$ cat src/rtl/quad_paddle_tracker_if.sv
// Signal bundle between the quadrature paddle tracker and its surroundings:
// raw encoder pins, frame sync and error clear in; committed position and status out.
interface quad_paddle_tracker_if;
    logic       quad_a;
    logic       quad_b;
    logic       vga_v_sync;
    logic       clear_err;
    logic [9:0] player_pos;
    logic       frame_moved;
    logic       direction;
    logic       quad_err;

    modport master (
        output quad_a, quad_b, vga_v_sync, clear_err,
        input  player_pos, frame_moved, direction, quad_err
    );

    modport slave (
        input  quad_a, quad_b, vga_v_sync, clear_err,
        output player_pos, frame_moved, direction, quad_err
    );
endinterface

$ cat src/rtl/quad_paddle_tracker.sv
// Quadrature paddle decoder: synchronizes encoder pins, decodes at 4x, clamps a working
// position and commits it to player_pos once per frame on the vsync rising edge.
//
// state    | meaning
// ST_PRIME | synchronizers filling; decode held off, prev-state loaded on the last cycle
// ST_RUN   | primed; every cycle compares synchronized {a,b} against prev-state
module quad_paddle_tracker #(
    parameter int POS_MIN     = 0,
    parameter int POS_MAX     = 575,
    parameter int POS_INIT    = 100,
    parameter int STEP        = 2,
    parameter int SYNC_STAGES = 2
) (
    input  logic                  clk,
    input  logic                  reset_n,
    quad_paddle_tracker_if.slave  bus
);

    localparam int CNT_W = $clog2(SYNC_STAGES + 1);
    localparam logic signed [11:0] MIN_S  = 12'(POS_MIN);
    localparam logic signed [11:0] MAX_S  = 12'(POS_MAX);
    localparam logic signed [11:0] STEP_S = 12'(STEP);

    typedef enum logic {ST_PRIME, ST_RUN} state_t;

    state_t                 state, state_nxt;
    logic [CNT_W-1:0]       prime_cnt, prime_cnt_nxt;
    logic                   load_prev, decode_en;

    logic [SYNC_STAGES-1:0] sync_a, sync_b;
    logic [1:0]             cur_ab, prev_ab;
    logic                   step_inc, step_dec, illegal;
    logic                   vsync_d, commit;

    logic [9:0]             working_pos, work_nxt;
    logic [9:0]             player_pos_q;
    logic                   frame_moved_q, direction_q, quad_err_q;
    logic signed [11:0]     wp_ext, pos_up, pos_dn;

    always_ff @(posedge clk or negedge reset_n) begin
        if (!reset_n) begin
            sync_a <= '0;
            sync_b <= '0;
        end else begin
            sync_a <= {sync_a[SYNC_STAGES-2:0], bus.quad_a};
            sync_b <= {sync_b[SYNC_STAGES-2:0], bus.quad_b};
        end
    end

    assign cur_ab = {sync_a[SYNC_STAGES-1], sync_b[SYNC_STAGES-1]};

    always_ff @(posedge clk or negedge reset_n) begin
        if (!reset_n) begin
            state     <= ST_PRIME;
            prime_cnt <= CNT_W'(SYNC_STAGES);
        end else begin
            state     <= state_nxt;
            prime_cnt <= prime_cnt_nxt;
        end
    end

    always_comb begin
        state_nxt     = state;
        prime_cnt_nxt = prime_cnt;
        load_prev     = 1'b0;
        decode_en     = 1'b0;
        case (state)
            ST_PRIME: begin
                if (prime_cnt == '0) begin
                    load_prev = 1'b1;
                    state_nxt = ST_RUN;
                end else begin
                    prime_cnt_nxt = prime_cnt - CNT_W'(1);
                end
            end
            ST_RUN:  decode_en = 1'b1;
            default: state_nxt = ST_PRIME;
        endcase
    end

    // Gray sequence 00->01->11->10->00 counts up; the reverse counts down.
    always_comb begin
        step_inc = 1'b0;
        step_dec = 1'b0;
        if (decode_en) begin
            case ({prev_ab, cur_ab})
                4'b0001, 4'b0111, 4'b1110, 4'b1000: step_inc = 1'b1;
                4'b0100, 4'b1101, 4'b1011, 4'b0010: step_dec = 1'b1;
                default: ;
            endcase
        end
    end

    assign illegal = decode_en && ((prev_ab ^ cur_ab) == 2'b11);
    assign commit  = bus.vga_v_sync && !vsync_d;

    // Widened to 12-bit signed so a step past either bound clamps instead of wrapping.
    always_comb begin
        wp_ext   = signed'({2'b00, working_pos});
        pos_up   = wp_ext + STEP_S;
        pos_dn   = wp_ext - STEP_S;
        work_nxt = working_pos;
        if (step_inc)
            work_nxt = (pos_up > MAX_S) ? MAX_S[9:0] : pos_up[9:0];
        else if (step_dec)
            work_nxt = (pos_dn < MIN_S) ? MIN_S[9:0] : pos_dn[9:0];
    end

    always_ff @(posedge clk or negedge reset_n) begin
        if (!reset_n) begin
            prev_ab       <= 2'b00;
            vsync_d       <= 1'b0;
            working_pos   <= 10'(POS_INIT);
            player_pos_q  <= 10'(POS_INIT);
            frame_moved_q <= 1'b0;
            direction_q   <= 1'b0;
            quad_err_q    <= 1'b0;
        end else begin
            if (load_prev || decode_en)
                prev_ab <= cur_ab;
            vsync_d     <= bus.vga_v_sync;
            working_pos <= work_nxt;
            if (commit)
                player_pos_q <= working_pos;
            frame_moved_q <= commit && (working_pos != player_pos_q);
            if (step_inc)
                direction_q <= 1'b1;
            else if (step_dec)
                direction_q <= 1'b0;
            if (illegal)
                quad_err_q <= 1'b1;
            else if (bus.clear_err)
                quad_err_q <= 1'b0;
        end
    end

    assign bus.player_pos  = player_pos_q;
    assign bus.frame_moved = frame_moved_q;
    assign bus.direction   = direction_q;
    assign bus.quad_err    = quad_err_q;

endmodule

$ cat src/flat_wrapper.sv
// flat-port wrapper written by rule: the top's interface ports become plain ports
module quad_paddle_tracker_flat 
#(
    parameter int POS_MIN     = 0,
    parameter int POS_MAX     = 575,
    parameter int POS_INIT    = 100,
    parameter int STEP        = 2,
    parameter int SYNC_STAGES = 2
)
  (clk, reset_n, bus_quad_a, bus_quad_b, bus_vga_v_sync, bus_clear_err, bus_player_pos, bus_frame_moved, bus_direction, bus_quad_err);
  quad_paddle_tracker_if bus_i ();
  input  logic clk;
  input  logic reset_n;
  input wire logic [$bits(bus_i.quad_a)-1:0] bus_quad_a;
  input wire logic [$bits(bus_i.quad_b)-1:0] bus_quad_b;
  input wire logic [$bits(bus_i.vga_v_sync)-1:0] bus_vga_v_sync;
  input wire logic [$bits(bus_i.clear_err)-1:0] bus_clear_err;
  output wire logic [$bits(bus_i.player_pos)-1:0] bus_player_pos;
  output wire logic [$bits(bus_i.frame_moved)-1:0] bus_frame_moved;
  output wire logic [$bits(bus_i.direction)-1:0] bus_direction;
  output wire logic [$bits(bus_i.quad_err)-1:0] bus_quad_err;
  assign bus_i.quad_a = bus_quad_a;
  assign bus_i.quad_b = bus_quad_b;
  assign bus_i.vga_v_sync = bus_vga_v_sync;
  assign bus_i.clear_err = bus_clear_err;
  assign bus_player_pos = bus_i.player_pos;
  assign bus_frame_moved = bus_i.frame_moved;
  assign bus_direction = bus_i.direction;
  assign bus_quad_err = bus_i.quad_err;
  quad_paddle_tracker #(.POS_MIN(POS_MIN), .POS_MAX(POS_MAX), .POS_INIT(POS_INIT), .STEP(STEP), .SYNC_STAGES(SYNC_STAGES)) u_core (.clk(clk), .reset_n(reset_n), .bus(bus_i));
endmodule
$ cat config.mk
export PLATFORM = sky130hd
export DESIGN_NAME = quad_paddle_tracker_flat
export DESIGN_NICKNAME = d
export VERILOG_FILES = /design/src/rtl/quad_paddle_tracker_if.sv /design/src/rtl/quad_paddle_tracker.sv /design/src/flat_wrapper.sv
export SDC_FILE = /design/constraint.sdc
export NUM_CORES = 1
export LEC_CHECK = 0
export ABC_AREA = 1
export CAP_MARGIN = 20
export CORE_UTILIZATION = 56
export DETAILED_ROUTE_END_ITERATION = 7
export PLACE_DENSITY_LB_ADDON = 0.05
export SLEW_MARGIN = 20
export SYNTH_ARGS = -nofsm -noshare
export SYNTH_HDL_FRONTEND = slang
export SYNTH_SLANG_ARGS = --single-unit
$ cat constraint.sdc
create_clock -name clk -period 1.95 [get_ports clk]
set_input_delay 0.39 -clock clk [delete_from_list [all_inputs] [get_ports clk]]
set_output_delay 0.39 -clock clk [all_outputs]
set_load 0.02 [all_outputs]
After elaboration in Yosys (flattened, before gate mapping) --
Index checks and enable logic that the tools add are counted.
Storage, ports and cells: flip-flop bits (word level) 33, input bits 6, word-level logic and storage cells 56
Operators by class: $add $sub $neg 3, $lt $le $gt $ge 2, equality and inequality tests 10, mux-type cells 16, bitwise logic cells 3, reduce and logical (&&, ||, !) cells 11
Operator list (number):
- two-way mux 10 bit | 4
- equality test 4 bit (second input constant) | 4
- > comparator 12 x 11 -> 1 bit (second input constant) | 1
- < comparator 12 x 1 -> 1 bit (second input constant) | 1
- two-way mux 1 bit | 12
- adder 10 x 2 -> 11 bit (second input constant) | 1
- subtractor 10 x 2 -> 11 bit (second input constant) | 1
- inequality test 10 bit | 1
- equality test 4 x 3 -> 1 bit (second input constant) | 2
- OR reduction 4 bit | 2
- equality test 4 x 1 -> 1 bit (second input constant) | 1
- equality test 4 x 2 -> 1 bit (second input constant) | 1
- nonzero test 2 bit | 2
- logical AND 1 bit | 3
- equality test 2 bit (second input constant) | 1
- zero test 2 bit | 1
- NOT 1 bit | 2
- AND reduction 2 bit | 1
- subtractor 2 x 1 -> 2 bit (second input constant) | 1
- bitwise XOR 2 bit | 1
- zero test 1 bit | 1
- logical OR 1 bit | 1

Longest topological paths before layout --
Gate-level depths: netlist of run 1.
depth after elaboration 6, gate-level depth with buffers 11

Worst setup path before layout of run 1 --
No wires, ideal clock.
path type register to register, start point register u_core.working_pos[2], end point register u_core.working_pos[2], arrival 1.487 ns, setup slack 0.390 ns, stages on the path, launching flop included 10, path buffers 0, cells stage by stage dfstp_2 > ha_1 > nand3_2 > nor2_2 > nand2_1 > nand2_1 > nand2_1 > nand2_2 > nand3_2 > a21oi_1
On the way: cells in the longest elaborated chain, start to end 5, elaborated cells between the ends (all ways) 8, classes of those cells add/sub: 2; order compare: 2; mux: 4
RTL lines:
- start: declaration | RTL line quad_paddle_tracker.sv:35 | logic [9:0] working_pos, work_nxt;
- start signal: assignment | RTL line quad_paddle_tracker.sv:113 | working_pos <= 10'(POS_INIT);
- start signal: assignment | RTL line quad_paddle_tracker.sv:122 | working_pos <= work_nxt;
- subtractor 10 x 2 -> 11 bit | RTL line quad_paddle_tracker.sv:101 | pos_dn = wp_ext - STEP_S;
- < comparator 12 x 1 -> 1 bit | RTL line quad_paddle_tracker.sv:106 | work_nxt = (pos_dn < MIN_S) ? MIN_S[9:0] : pos_dn[9:0];
- two-way mux 10 bit | RTL line quad_paddle_tracker.sv:106
- two-way mux 10 bit | RTL line quad_paddle_tracker.sv:105 | else if (step_dec)
- two-way mux 10 bit (*) | RTL line quad_paddle_tracker.sv:103 | if (step_inc)
Mark *: on every way between the ends. The rest lies on a longest branch, timed or not. The select of a mux whose other input is x is not followed. A chain may end at the register's enable or synchronous reset.

Worst setup path in the final report of run 1 --
start point register u_core.player_pos_q[6] (netlist: u_core.bus.player_pos[6]), end point output bus_player_pos[6]
RTL lines:
- start: declaration | RTL line quad_paddle_tracker.sv:36 | logic [9:0] player_pos_q;
- start signal: assignment | RTL line quad_paddle_tracker.sv:114 | player_pos_q <= 10'(POS_INIT);
- start signal: assignment | RTL line quad_paddle_tracker.sv:124 | player_pos_q <= working_pos;
- end: declaration | RTL line flat_wrapper.sv:18 | output wire logic [$bits(bus_i.player_pos)-1:0] bus_player_pos;
No word-level cell between the ends.

==> metrics.txt, run 1 <==
status finished, final reports clean; dpl cell area 2100 um2; TritonCTS Buffers 5; antenna cells 0; EDFF count, synth 0; First-pass DRT Iterations 4; CP Launch Type register; CTS max path bufs 2; prevailing post-synth register cell dfrtp_1; DRT iter0 DRCs 81; Die W 60.3 um; synth warn 0; final WL 3790 um; sw frac 43.3%; H-tree depth 2; routed vias 1590; routed len/inst 12.5 um; M3 GR Usage 4.55%; clock root cell clkbuf_4; Critical Path Max Stage Delay 0.60 ns; FFs w/ async S/R, synth 100%; Crit-path slowest cell clkdlybuf4s50_1; initial antenna violation count 0; vias in the first global route 1356; final hold vios 0; PwrDens 1450 nW/um2; grt met2 use 35.6%; share of layout cells above drive strength 1 15.1%; core area 3130 um2; crit path DAT 1.50 ns; Yosys cell types 36; Crit path max-delay family buffers and inverters; Non-Filler Instances 303; IO Pins 19; Post-Syn Instances 237; Total GRT Usage 24.1%; cell area after layout 2210 um2; Layout Nets 267; Int Power 1.82 mW; Vias/cell 5.25; Syn Area/Cell 8.03 um2; Final Power 3.21 mW; final setup margin 0.0608 ns; Hold WC Path Type register to register; number of port buffers 18; Final Slew Violations 0; Fin Setup TNS 0 ns; crit-path max FO 4; most frequent cells in the layout nand2_1, dfrtp_1, inv_1; dpl hpwl 2760 um; CTS Sinks 33; die area 3640 um2; Row Count 20; final-report setup violation count 0; initial core utilization 60.8%; Max Cap Viol 0; busiest layer in global routing met2; Comb pwr share 45.5%; Peak Freq 0.529 GHz; pin count of the biggest net entering global routing 34; crit-path cells clkdlybuf4s50_1; clock power share 17.0%; met1 Resource Use GR 34.2%; peak supply drop 0.797 mV; Routed Antenna Nets 0; CP required 1.56 ns; Crit Path Class register to output pin; Worst Tran Pin Value 0.552 ns; Leak 1.04 nW; Syn-to-layout area delta 16.0%; WP buf/inv 1; CP Capture Type output pin; DP Worst Slack 0.221 ns; syn nets 246; flop and latch count out of synthesis 33; most common cell after layout, fill and taps aside nand2_1; fin crit period 1.89 ns; Clock Skew 0.00995 ns; placed insts 294; Final period util 96.9%; DRC 0; height of the die 60.3 um; share of power burned in registers 37.5%; global-route wire length before repair 6250 um; Net Sw Power 1.39 mW; Slew headroom 63.1%; register area share after synthesis 43.9%; Clk Latency, worst-skew pair 0.34 ns; Fill cells 258; CTS tree done; unrepaired setup endpoints after global routing false; GP Congestion 0.949; grt total ovfl 0; CTS clk-pin slew, worst paths 0.11 ns; Netlist Area Pre-Place 1900 um2
[power groups by stage]
stage	registers, mW	clock network, mW	logic (mW)
after global placement	1.21	0	1.40
after detailed placement	1.22	0	1.42
final	1.20	0.546	1.46
after floorplan	1.20	0	1.06
after CTS	1.21	0.556	1.42
after global routing	1.23	0.585	1.62
[cell usage after synthesis, types with 3 or more instances]
master   instances  area share (%)
o21ai_0         14             3.7
dfstp_2          7             9.7
nand3_1         17             4.5
dfrtp_1         26              34
inv_2            4            0.79
nand2_2          6             2.0
xnor2_1          8             3.7
a21oi_1          5             1.3
ha_1             3             2.0
xor2_1           7             3.2
nand4_1          5             1.6
nor2_1          20             3.9
inv_1           22             4.3
nand2_1         61              12
buf_6            3             1.8
[layer usage]
metal / part of all wire, % / vias to the layer above / routed length (um)
met5: 0 / - / 0
met4: 1.4 / 0 / 53
met3: 5.4 / 7 / 205
met2: 44 / 54 / 1680
met1: 49 / 730 / 1860
li1: - / 799 / -
[what timing repair did]
item | in CTS | in global routing
hold buffers | 0 | 0
gates resized for setup | 0 | 3
hold endpoints to repair | 0 | 0
setup endpoints to repair | 0 | 3
setup buffers | 0 | 1
[cells by family after synthesis]
logic type / synth area share, %
fa+ha+maj: 1.97
compound gates: 8.35
buf+inv: 8.09
simple gates: 30.8
xor+xnor: 6.90
flops: 43.9
[sequential cells by signal (all words and copies together), names as in the netlist]
register and flops:
u_core.prev_ab 2, u_core.state 1, u_core.bus.quad_err 1, u_core.working_pos 10, u_core.bus.direction 1, u_core.bus.frame_moved 1, u_core.vsync_d 1, u_core.sync_a 2
u_core.bus.player_pos 10, u_core.prime_cnt 2, u_core.sync_b 2
[stage by stage]
stage | hold WS [ns] | utilization (%)
final | 0.359 | 70.6
after floorplan | 0.0944 | -
after global routing | 0.368 | 70.6
after detailed placement | 0.336 | 67.2
after CTS | 0.361 | 70.0
after global placement | 0.332 | 67.2
[path summary, 6_finish.rpt]
kind / from / endpoint / slack (ns) / depth (start not counted)
min: u_core.sync_a[0] / u_core.sync_a[1] / 0.36 / 0
max in group asynchronous: reset_n / u_core.working_pos[6] / 1.17 / 2
min in group asynchronous: reset_n / u_core.bus.player_pos[1] / 0.45 / 2
min reg2reg: u_core.sync_a[0] / u_core.sync_a[1] / 0.36 / 0
max: u_core.bus.player_pos[6] / bus_player_pos[6] / 0.06 / 1
max reg2reg: u_core.working_pos[2] / u_core.working_pos[7] / 0.20 / 9
[layout make-up]
class	instances	area, um2	share of cell area [%]
multi-input combinational	170	920	41.6
sequential	33	835	37.8
timing repair buffer	21	208	9.41
inverter	27	103	4.65
tap	44	55.1	2.49
clock buffer	6	51.3	2.32
clock inverter	2	37.5	1.70
Note: power is estimated with default switching activity, not from simulation.
==> run 2, diff against run 1 <==
Settings changed: RECOVER_POWER set to 100.
==> run 2 against run 1 <==
Net effect:
- hold slack is essentially flat
- design area fell by 1.0%
- global-route usage is the same
- worst setup slack worse by 0.0039 ns
- non-clock buffer count unchanged
- routed wire length grew 0.11%
- combinational power shrank 3%
- fmax fell by 0.21%
==> metrics.txt, run 2 (synthesized netlist as in run 1, its figures left out) <==
final-report setup violation count 0; Peak Freq 0.528 GHz; CTS tree done; Crit path max-delay family buffers and inverters; R2R Path End u_core.working_pos[7]; initial antenna violation count 0; Final period util 97.1%; most common cell after layout, fill and taps aside nand2_1; final hold vios 0; Crit-path slowest cell clkdlybuf4s50_1; DRC 0; Slew headroom 47.1%; core area 3130 um2; final WL 3800 um; CTS max path bufs 2; crit-path cells clkdlybuf4s50_1; fin crit period 1.89 ns; Hold WC Path Type register to register; path depth of the worst reg2reg path 9; share of layout cells above drive strength 1 14.7%; hold depth 0; Worst Hold Endpoint u_core.sync_a[1]; pin count of the biggest net entering global routing 34; Clock Skew 0.0100 ns; Fin Setup TNS 0 ns; Max Cap Viol 0; grt total ovfl 0; multi-input logic area 917 um2; unrepaired setup endpoints after global routing false; CTS Sinks 33; crit-path max FO 4; die area 3640 um2; routed vias 1579; CP required 1.56 ns; most frequent cells in the layout nand2_1, dfrtp_1, inv_1; GP Congestion 0.949; peak supply drop 0.795 mV; Leak 1.02 nW; # hold bufs at CTS 0; Crit Path Class register to output pin; Layout Nets 267; Worst Tran Pin Value 0.794 ns; WP buf/inv 1; origin of the critical flop-to-flop path u_core.working_pos[2]; Final Power 3.17 mW; Routed Antenna Nets 0; routed len/inst 12.5 um; CP Capture Type output pin; global-route wire length before repair 6250 um; Clk Latency, worst-skew pair 0.34 ns; status finished, final reports clean; CP Launch Type register; Final Slew Violations 0; Syn-to-layout area delta 14.9%; Critical Path Max Stage Delay 0.60 ns; H-tree depth 2; R2R Setup Slk 0.20 ns; Vias/cell 5.21; First-pass DRT Iterations 4; antenna cells 0; Fill cells 261; Die W 60.3 um; clock root cell clkbuf_4; HP Start u_core.sync_a[0]; number of port buffers 18; register cell area after layout 835 um2; CTS clk-pin slew, worst paths 0.11 ns; TritonCTS Buffers 5; hold slack 0.359 ns; PwrDens 1450 nW/um2; Total GRT Usage 24.1%; crit path DAT 1.50 ns; vias in the first global route 1356; IO Pins 19; Row Count 20; initial core utilization 60.8%; height of the die 60.3 um; dpl hpwl 2760 um; DRT iter0 DRCs 83
## run 2: cell count changes in the layout (fill, tap and decap cells not counted), sizes merged
cell	before	now
buf	3	2
clkbuf	6	9
clkdlybuf4s50	16	2
dlygate4sd3	0	14
dlymetal6s2s	2	0
## run 2: worst max path at each step
stage | depth (start not counted) | endpoint | start | slack [ns]
CTS | 1 | bus_player_pos[2] | u_core.bus.player_pos[2] | 0.03
detailed placement | 9 | u_core.working_pos[2] | u_core.working_pos[2] | 0.22
finish | 1 | bus_player_pos[6] | u_core.bus.player_pos[6] | 0.06
global placement | 9 | u_core.working_pos[2] | u_core.working_pos[2] | 0.26
global route | 1 | bus_player_pos[6] | u_core.bus.player_pos[6] | 0.02
floorplan | 9 | u_core.working_pos[2] | u_core.working_pos[2] | 0.39
## run 2: layout make-up
type | instances | area share, %
Multi-Input combinational cell | 170 | 42.0
Sequential cell | 33 | 38.2
Timing Repair Buffer | 21 | 8.59
Inverter | 27 | 4.69
Tap cell | 44 | 2.52
Clock buffer | 6 | 2.35
Clock inverter | 2 | 1.72
## run 2: power by group
group | internal, mW | leakage (nW) | switching (mW)
Clock | 0.305 | 0.0445 | 0.243
Sequential | 0.914 | 0.382 | 0.286
Combinational | 0.561 | 0.597 | 0.857
## run 2: repair_timing
action | in CTS | in global routing
gates resized for setup | 0 | 3
buffers inserted | 0 | 1
endpoints found under the setup margin | 0 | 3
## run 2: metal layers
metal / global-route usage, % / wire length [um]
met1: 34.2 / 1880
met2: 35.6 / 1640
met3: 4.55 / 208
met4: 11.0 / 65
met5: 0 / 0
## run 2: stage by stage
stage / cells / instance area (um2) / util, % / worst slack [ns]
2_1_floorplan: 237 / 1900 / - / 0.390
4_1_cts: 302 / 2190 / 70.0 / 0.0286
3_5_place_dp: 294 / 2100 / 67.2 / 0.221
3_3_place_gp: 294 / 2100 / 67.2 / 0.257
6_report: 303 / 2190 / 69.9 / 0.0569
5_1_grt: 303 / 2190 / 69.9 / 0.0161
==> run 3, diff against run 2 <==
Settings changed: ABC_CLOCK_PERIOD_IN_PS set to 1950, CTS_CLUSTER_DIAMETER set to 120.
==> results of run 3 <==
Final layout, timing and power as in run 2 (identical DEF).
